--- config.mk ---
export PLATFORM = sky130hd
export DESIGN_NAME = adder_flit_arbiter_flat
export DESIGN_NICKNAME = d
export VERILOG_FILES = /design/src/rtl/adder_flit_arbiter_if.sv /design/src/rtl/adder_flit_arbiter.sv /design/src/flat_wrapper.sv
export SDC_FILE = /design/constraint.sdc
export NUM_CORES = 1
export LEC_CHECK = 0
export ABC_CLOCK_PERIOD_IN_PS = 5200
export CORE_AREA = 2 2 124 102
export DETAILED_ROUTE_END_ITERATION = 12
export DIE_AREA = 0 0 126 104
export GPL_TIMING_DRIVEN = 0
export PLACE_DENSITY = 0.8
export SLEW_MARGIN = 20
export SYNTH_ARGS = -nofsm -noshare
export SYNTH_HDL_FRONTEND = slang
export SYNTH_SLANG_ARGS = --single-unit
--- constraint.sdc ---
create_clock -name clk -period 5.2 [get_ports clk]
set_input_delay 0.78 -clock clk [delete_from_list [all_inputs] [get_ports clk]]
set_output_delay 0.78 -clock clk [all_outputs]
set_load 0.005 [all_outputs]
--- src/rtl/adder_flit_arbiter_if.sv ---
// Flit request bus and result port shared between packet injectors and adder_flit_arbiter.
// master = injector/downstream side, slave = arbiter side.
interface adder_flit_arbiter_if #(
  parameter int N    = 26,
  parameter int NREQ = 4,
  parameter int IDW  = 2
);

  logic [NREQ-1:0]   req_valid;
  logic [NREQ-1:0]   req_last;
  logic [NREQ*N-1:0] req_in1;
  logic [NREQ*N-1:0] req_in2;
  logic [NREQ-1:0]   req_ready;

  logic              out_valid;
  logic              out_ready;
  logic [N-1:0]      out_sum;
  logic              out_carry;
  logic [IDW-1:0]    out_id;
  logic              out_last;

  modport master (
    output req_valid, req_last, req_in1, req_in2, out_ready,
    input  req_ready, out_valid, out_sum, out_carry, out_id, out_last
  );

  modport slave (
    input  req_valid, req_last, req_in1, req_in2, out_ready,
    output req_ready, out_valid, out_sum, out_carry, out_id, out_last
  );

endinterface

--- src/rtl/adder_flit_arbiter.sv ---
// Packet-granular round-robin arbiter sharing one N-bit adder among NREQ flit sources.
// Define ADDER_ACTIVITY_CNT_EN to add saturating busy/stall cycle counters.
module adder_flit_arbiter #(
  parameter int N    = 26,
  parameter int NREQ = 4,
  parameter int IDW  = 2
) (
  input  logic                clk,
  input  logic                rst,
  adder_flit_arbiter_if.slave io_bus
`ifdef ADDER_ACTIVITY_CNT_EN
  ,
  output logic [31:0]         o_busy_cycles,
  output logic [31:0]         o_stall_cycles
`endif
);

  typedef enum logic {
    IDLE   = 1'b0,
    LOCKED = 1'b1
  } state_t;

  state_t          r_state;
  state_t          w_state_nxt;
  logic [IDW-1:0]  r_rr_ptr;
  logic [IDW-1:0]  w_rr_ptr_nxt;
  logic [IDW-1:0]  r_owner;
  logic [IDW-1:0]  w_owner_nxt;

  logic            r_out_valid;
  logic [N-1:0]    r_out_sum;
  logic            r_out_carry;
  logic [IDW-1:0]  r_out_id;
  logic            r_out_last;

  logic            w_space;
  logic            w_found;
  logic [IDW-1:0]  w_search;
  logic            w_cand;
  logic [IDW-1:0]  w_sel;
  logic [IDW-1:0]  w_sel_inc;
  logic            w_sel_valid;
  logic            w_sel_last;
  logic [N-1:0]    w_op1;
  logic [N-1:0]    w_op2;
  logic [N:0]      w_sum;
  logic            w_accept;
  logic [NREQ-1:0] w_ready;

  assign w_space = !r_out_valid || io_bus.out_ready;

  // First valid requester at or after the round-robin pointer, wrapping modulo NREQ.
  always_comb begin
    w_found  = 1'b0;
    w_search = '0;
    for (int i = 0; i < NREQ; i++) begin
      for (int k = 0; k < NREQ; k++) begin
        if (!w_found && (k == (int'(r_rr_ptr) + i) % NREQ) && io_bus.req_valid[k]) begin
          w_found  = 1'b1;
          w_search = IDW'(k);
        end
      end
    end
  end

  assign w_sel     = (r_state == LOCKED) ? r_owner : w_search;
  assign w_cand    = (r_state == LOCKED) ? 1'b1 : w_found;
  assign w_sel_inc = (w_sel == IDW'(NREQ - 1)) ? '0 : w_sel + 1'b1;

  always_comb begin
    w_sel_valid = 1'b0;
    w_sel_last  = 1'b0;
    w_op1       = '0;
    w_op2       = '0;
    for (int k = 0; k < NREQ; k++) begin
      if (w_sel == IDW'(k)) begin
        w_sel_valid = io_bus.req_valid[k];
        w_sel_last  = io_bus.req_last[k];
        w_op1       = io_bus.req_in1[k*N +: N];
        w_op2       = io_bus.req_in2[k*N +: N];
      end
    end
  end

  assign w_sum = {1'b0, w_op1} + {1'b0, w_op2};

  // A locked owner is offered ready even while idle inside its packet, so others stay stalled.
  always_comb begin
    w_ready      = '0;
    w_state_nxt  = r_state;
    w_owner_nxt  = r_owner;
    w_rr_ptr_nxt = r_rr_ptr;
    for (int k = 0; k < NREQ; k++) begin
      w_ready[k] = w_cand && w_space && (w_sel == IDW'(k));
    end
    w_accept = w_cand && w_space && w_sel_valid;
    case (r_state)
      IDLE: begin
        if (w_accept) begin
          if (w_sel_last) begin
            w_rr_ptr_nxt = w_sel_inc;
          end else begin
            w_state_nxt = LOCKED;
            w_owner_nxt = w_sel;
          end
        end
      end
      LOCKED: begin
        if (w_accept && w_sel_last) begin
          w_state_nxt  = IDLE;
          w_rr_ptr_nxt = w_sel_inc;
        end
      end
      default: w_state_nxt = IDLE;
    endcase
  end

  always_ff @(posedge clk) begin
    if (rst) begin
      r_state  <= IDLE;
      r_rr_ptr <= '0;
      r_owner  <= '0;
    end else begin
      r_state  <= w_state_nxt;
      r_rr_ptr <= w_rr_ptr_nxt;
      r_owner  <= w_owner_nxt;
    end
  end

  // Data registers only load on accept and otherwise hold, keeping toggle activity low.
  always_ff @(posedge clk) begin
    if (rst) begin
      r_out_valid <= 1'b0;
      r_out_sum   <= '0;
      r_out_carry <= 1'b0;
      r_out_id    <= '0;
      r_out_last  <= 1'b0;
    end else if (w_accept) begin
      r_out_valid <= 1'b1;
      r_out_sum   <= w_sum[N-1:0];
      r_out_carry <= w_sum[N];
      r_out_id    <= w_sel;
      r_out_last  <= w_sel_last;
    end else if (r_out_valid && io_bus.out_ready) begin
      r_out_valid <= 1'b0;
    end
  end

  assign io_bus.req_ready = w_ready;
  assign io_bus.out_valid = r_out_valid;
  assign io_bus.out_sum   = r_out_sum;
  assign io_bus.out_carry = r_out_carry;
  assign io_bus.out_id    = r_out_id;
  assign io_bus.out_last  = r_out_last;

`ifdef ADDER_ACTIVITY_CNT_EN
  logic [31:0] r_busy_cycles;
  logic [31:0] r_stall_cycles;

  always_ff @(posedge clk) begin
    if (rst) begin
      r_busy_cycles  <= '0;
      r_stall_cycles <= '0;
    end else begin
      if (w_accept && (r_busy_cycles != 32'hFFFF_FFFF)) begin
        r_busy_cycles <= r_busy_cycles + 32'd1;
      end
      if ((|io_bus.req_valid) && !w_accept && (r_stall_cycles != 32'hFFFF_FFFF)) begin
        r_stall_cycles <= r_stall_cycles + 32'd1;
      end
    end
  end

  assign o_busy_cycles  = r_busy_cycles;
  assign o_stall_cycles = r_stall_cycles;
`endif

endmodule

--- src/flat_wrapper.sv ---
// flat-port wrapper written by rule: the top's interface ports become plain ports
module adder_flit_arbiter_flat 
#(
  parameter int N    = 26,
  parameter int NREQ = 4,
  parameter int IDW  = 2
)
  (clk, rst, io_bus_req_valid, io_bus_req_last, io_bus_req_in1, io_bus_req_in2, io_bus_out_ready, io_bus_req_ready, io_bus_out_valid, io_bus_out_sum, io_bus_out_carry, io_bus_out_id, io_bus_out_last);
  adder_flit_arbiter_if #(.N(N), .NREQ(NREQ), .IDW(IDW)) io_bus_i ();
  input  logic clk;
  input  logic rst;
  input wire logic [$bits(io_bus_i.req_valid)-1:0] io_bus_req_valid;
  input wire logic [$bits(io_bus_i.req_last)-1:0] io_bus_req_last;
  input wire logic [$bits(io_bus_i.req_in1)-1:0] io_bus_req_in1;
  input wire logic [$bits(io_bus_i.req_in2)-1:0] io_bus_req_in2;
  input wire logic [$bits(io_bus_i.out_ready)-1:0] io_bus_out_ready;
  output wire logic [$bits(io_bus_i.req_ready)-1:0] io_bus_req_ready;
  output wire logic [$bits(io_bus_i.out_valid)-1:0] io_bus_out_valid;
  output wire logic [$bits(io_bus_i.out_sum)-1:0] io_bus_out_sum;
  output wire logic [$bits(io_bus_i.out_carry)-1:0] io_bus_out_carry;
  output wire logic [$bits(io_bus_i.out_id)-1:0] io_bus_out_id;
  output wire logic [$bits(io_bus_i.out_last)-1:0] io_bus_out_last;
  assign io_bus_i.req_valid = io_bus_req_valid;
  assign io_bus_i.req_last = io_bus_req_last;
  assign io_bus_i.req_in1 = io_bus_req_in1;
  assign io_bus_i.req_in2 = io_bus_req_in2;
  assign io_bus_i.out_ready = io_bus_out_ready;
  assign io_bus_req_ready = io_bus_i.req_ready;
  assign io_bus_out_valid = io_bus_i.out_valid;
  assign io_bus_out_sum = io_bus_i.out_sum;
  assign io_bus_out_carry = io_bus_i.out_carry;
  assign io_bus_out_id = io_bus_i.out_id;
  assign io_bus_out_last = io_bus_i.out_last;
  adder_flit_arbiter #(.N(N), .NREQ(NREQ), .IDW(IDW)) u_core (.clk(clk), .rst(rst), .io_bus(io_bus_i));
endmodule
==> flow_summary.toml, run 1 <==
[place]
portBuffers = 252
pre_cts_slack_ps = -1080
hpwl_um = 16700
finalWeightedCongestion = 0.950
place_area_um2 = 7390
dp.cells = 1185

[final_layout]
final_common_cell = "clkdlybuf4s50_1"
drive_above_1_share_pct = 7.44
antenna_cells = 0
finalNetCount = 1297
final_cells = 1200
fillCellCount = 1134
utilization_pct = 65.0
mostFrequentLayoutCells = "clkdlybuf4s50_1, nand2_1, a21oi_1"
postLayoutCellArea_um2 = 7730
area_delta_synth_final_pct = 65.3

[critical_path]
crit_path_max_incr_delay_ps = 350
end_kind = "flip-flop"
r2r-start = "u_core.r_rr_ptr[0]"
slowest_stage = "o31a_1"
arrival_ps = 5130
cp_common_cell = "a21oi_2"
cp_cell_sequence = "clkdlybuf4s15_1 > nor2_2 > a41oi_2 > nand3_2 > o21a_1 > inv_1 > ha_1 > buf_6 > clkbuf_4 > buf_4 > a21oi_2 > nor2_1 > a21oi_2 > o21ai_1 > ha_2 > inv_1 > fa_2 > nor2b_4 > o31a_1 > o31ai_4 > a21oi_2 > o31a_1 > or3_1 > a32o_1"
crit_start = "io_bus_req_valid[2]"
worstSetupPathType = "input pin to flip-flop"
crit_fanout = 10
critPathLaunchType = "input pin"
worstPathRequired_ps = 5370

[logic_synthesis]
synthesis.area_um2 = 4670
muxShareOfSynthArea_pct = 0.857
yosys.area.top_type = "dfxtp_1"
synth-async-reset-ratio_pct = 0
synth_seq_area_share_pct = 15.4
synth_top_area_share_pct = 15.4
synth-seq-cells = 36
synth.distinct_cells = 59
synth_area_leaders = "dfxtp_1, a21oi_1, nand2_1"
synthAdderAreaFrac_pct = 8.46
ys.flop_type = "dfxtp_1"
netlist_instances = 781
synth_edf_count = 0
syn_avg_cell_area_um2 = 5.98
synth-xor-area-share_pct = 1.50
synthesis.nets = 1031
synth_top_family_by_area = "compound AO/OA/AOI/OAI gates"
synth-compound-area-share_pct = 35.6
synthSimpleGateAreaFrac_pct = 32.4
yosysWarnings = 0

[clocking]
hold_buffers = 0
cts_root_buf = "clkbuf_16"
clk_latency_ps = 280
cts_tree = "built"
clk_pin_slew_ps = 60
cts_buffer_depth = 2
cts_htree_levels = 2
cts_sinks = 36
cts_buffers = 5

[power_and_ir_drop]
combPwrFrac_pct = 85.6
swShare_pct = 54.3
leakage_nw = 3.12
irDropWorstVdd_uv = 365
p_seq_share_pct = 7.8
p_per_area_nw_per_um2 = 671
p_int_mw = 2.37
clockPowerShare_pct = 6.6
p_switching_mw = 2.81

[run_status]
outcome = "finished clean"

[sta]
finalSetupViolCount = 0
fin_worst_skew_ps = 3.15
hold_viol = 0
slew_violations = 0
fin_crit_ps = 4960
fin_crit_sh_pct = 95.4
slew_headroom_pct = 62.0
max_slew.worst_pin.slew_ps = 570
setup_ws_ps = 239
clock.fmax_mhz = 202

[floorplanning]
die_area_um2 = 13100
die_h_um = 104
start_util_pct = 39.3
coreArea_um2 = 11900
fp.dieW_um = 126
ios = 254
rows = 36

[route]
viasPerCell = 5.54
vias = 6653
drc = 0
dr.pass1.iters = 5
antenna_left = 0
drtIter0Drc = 536
wl_per_cell_um = 17.2
wl_um = 20600

[grt]
grt_antenna_before_repair = 0
grt_max_degree = 13
grt_overflow = 0
grt_pass1_wl_um = 32000
grt_pass1_vias = 6437
track_usage_pct = 29.9

[hold_path]
hold_path.startpoint = "u_core.io_bus.out_sum[7]"
hold_class = "flip-flop to flip-flop"

[run]
cap_viol_max_count = 0
==> logic make-up after synthesis <==
kind of cell | Yosys count
buffers and inverters | 67
DFF | 36
xor gates and xnor gates | 8
adders and majority gates | 31
AOI/OAI and AO/OA | 287
muxes | 4
and+or+nand+nor | 348
==> power by group through the flow <==
| stage | Combinational, mW | Sequential (mW) | Clock (mW) |
|---|---|---|---|
| floorplan | 2.92 | 0.403 | 0 |
| global placement | 4.14 | 0.407 | 0 |
| detailed placement | 4.19 | 0.408 | 0 |
| CTS | 4.26 | 0.402 | 0.342 |
| global route | 4.91 | 0.412 | 0.356 |
| finish | 4.43 | 0.406 | 0.341 |
==> cell type report <==
class / instances / area [um2] / share of cell area [%]
Multi-Input combinational cell: 678 / 3750 / 48.5
Timing Repair Buffer: 260 / 2570 / 33.3
Sequential cell: 36 / 721 / 9.33
Buffer: 53 / 278 / 3.60
Tap cell: 152 / 190 / 2.46
Clock buffer: 5 / 125 / 1.62
Inverter: 13 / 48.8 / 0.632
Clock inverter: 3 / 42.5 / 0.551
==> sequential cells by signal, indices dropped and copies added (netlist names), named ones only <==
signal / count
u_core.io_bus.out_last: 1
u_core.r_rr_ptr: 2
u_core.io_bus.out_id: 2
u_core.io_bus.out_sum: 26
u_core.io_bus.out_valid: 1
u_core.io_bus.out_carry: 1
u_core.r_owner: 2
==> cell usage after synthesis, drive strengths merged, types with 7 or more instances <==
master    n
nand3     7
clkbuf   39
nand2   143
inv      13
ha       30
nor2    137
xnor2     8
buf      15
a21o      7
nor2b     9
o211ai    7
dfxtp    36
a21oi   144
nor3     10
nand3b   11
o21ai    81
or3       7
o21a     10
==> final timing paths <==
| path | end | slack [ps] | cells after the start |
|---|---|---|---|
| setup reg to reg | u_core.io_bus.out_sum[24] | 490 | 24 |
| hold reg to reg | u_core.io_bus.out_sum[7] | 450 | 2 |
| hold / removal | u_core.io_bus.out_sum[7] | 450 | 2 |
| setup / recovery | u_core.io_bus.out_sum[24] | 240 | 24 |
==> worst max-delay path, delay by kind of cell <==
kind | cells | cell delay, ps
simple gates | 5 | 710
fa+ha+maj | 3 | 650
compound gates | 10 | 2010
buf+inv | 6 | 960
==> repair_timing <==
| item | in CTS | in global routing |
|---|---|---|
| resized for setup | 30 | 49 |
| setup buffers | 2 | 6 |
| pin swaps | 2 | 11 |
| endpoints found under the setup margin | 23 | 17 |
| cloned | 0 | 0 |
==> per-layer routing <==
metal	track usage [%]	part of all wire, %
met5	0	0
met4	9.42	3.3
met3	6.17	9.3
met2	50.4	46
met1	38.2	42
==> metrics by stage <==
stage          power, mW  TNS [ps]  hold slack [ps]
5_1_grt             5.68     -8.02              474
2_1_floorplan       3.32         0              448
3_3_place_gp        4.55    -17630              443
6_report            5.18         0              455
4_1_cts             5.01         0              454
3_5_place_dp        4.60    -18120              449
Power figures use the tool's default switching activity.
==> inputs of run 2 (changes only) <==
--- a/config.mk
+++ b/config.mk
@@ -15,3 +15,4 @@
 export SYNTH_ARGS = -nofsm -noshare
 export SYNTH_HDL_FRONTEND = slang
 export SYNTH_SLANG_ARGS = --single-unit
+export TNS_END_PERCENT = 5
==> results of run 2 <==
Same layout as run 1: the final DEF is identical, and so are final timing and power.
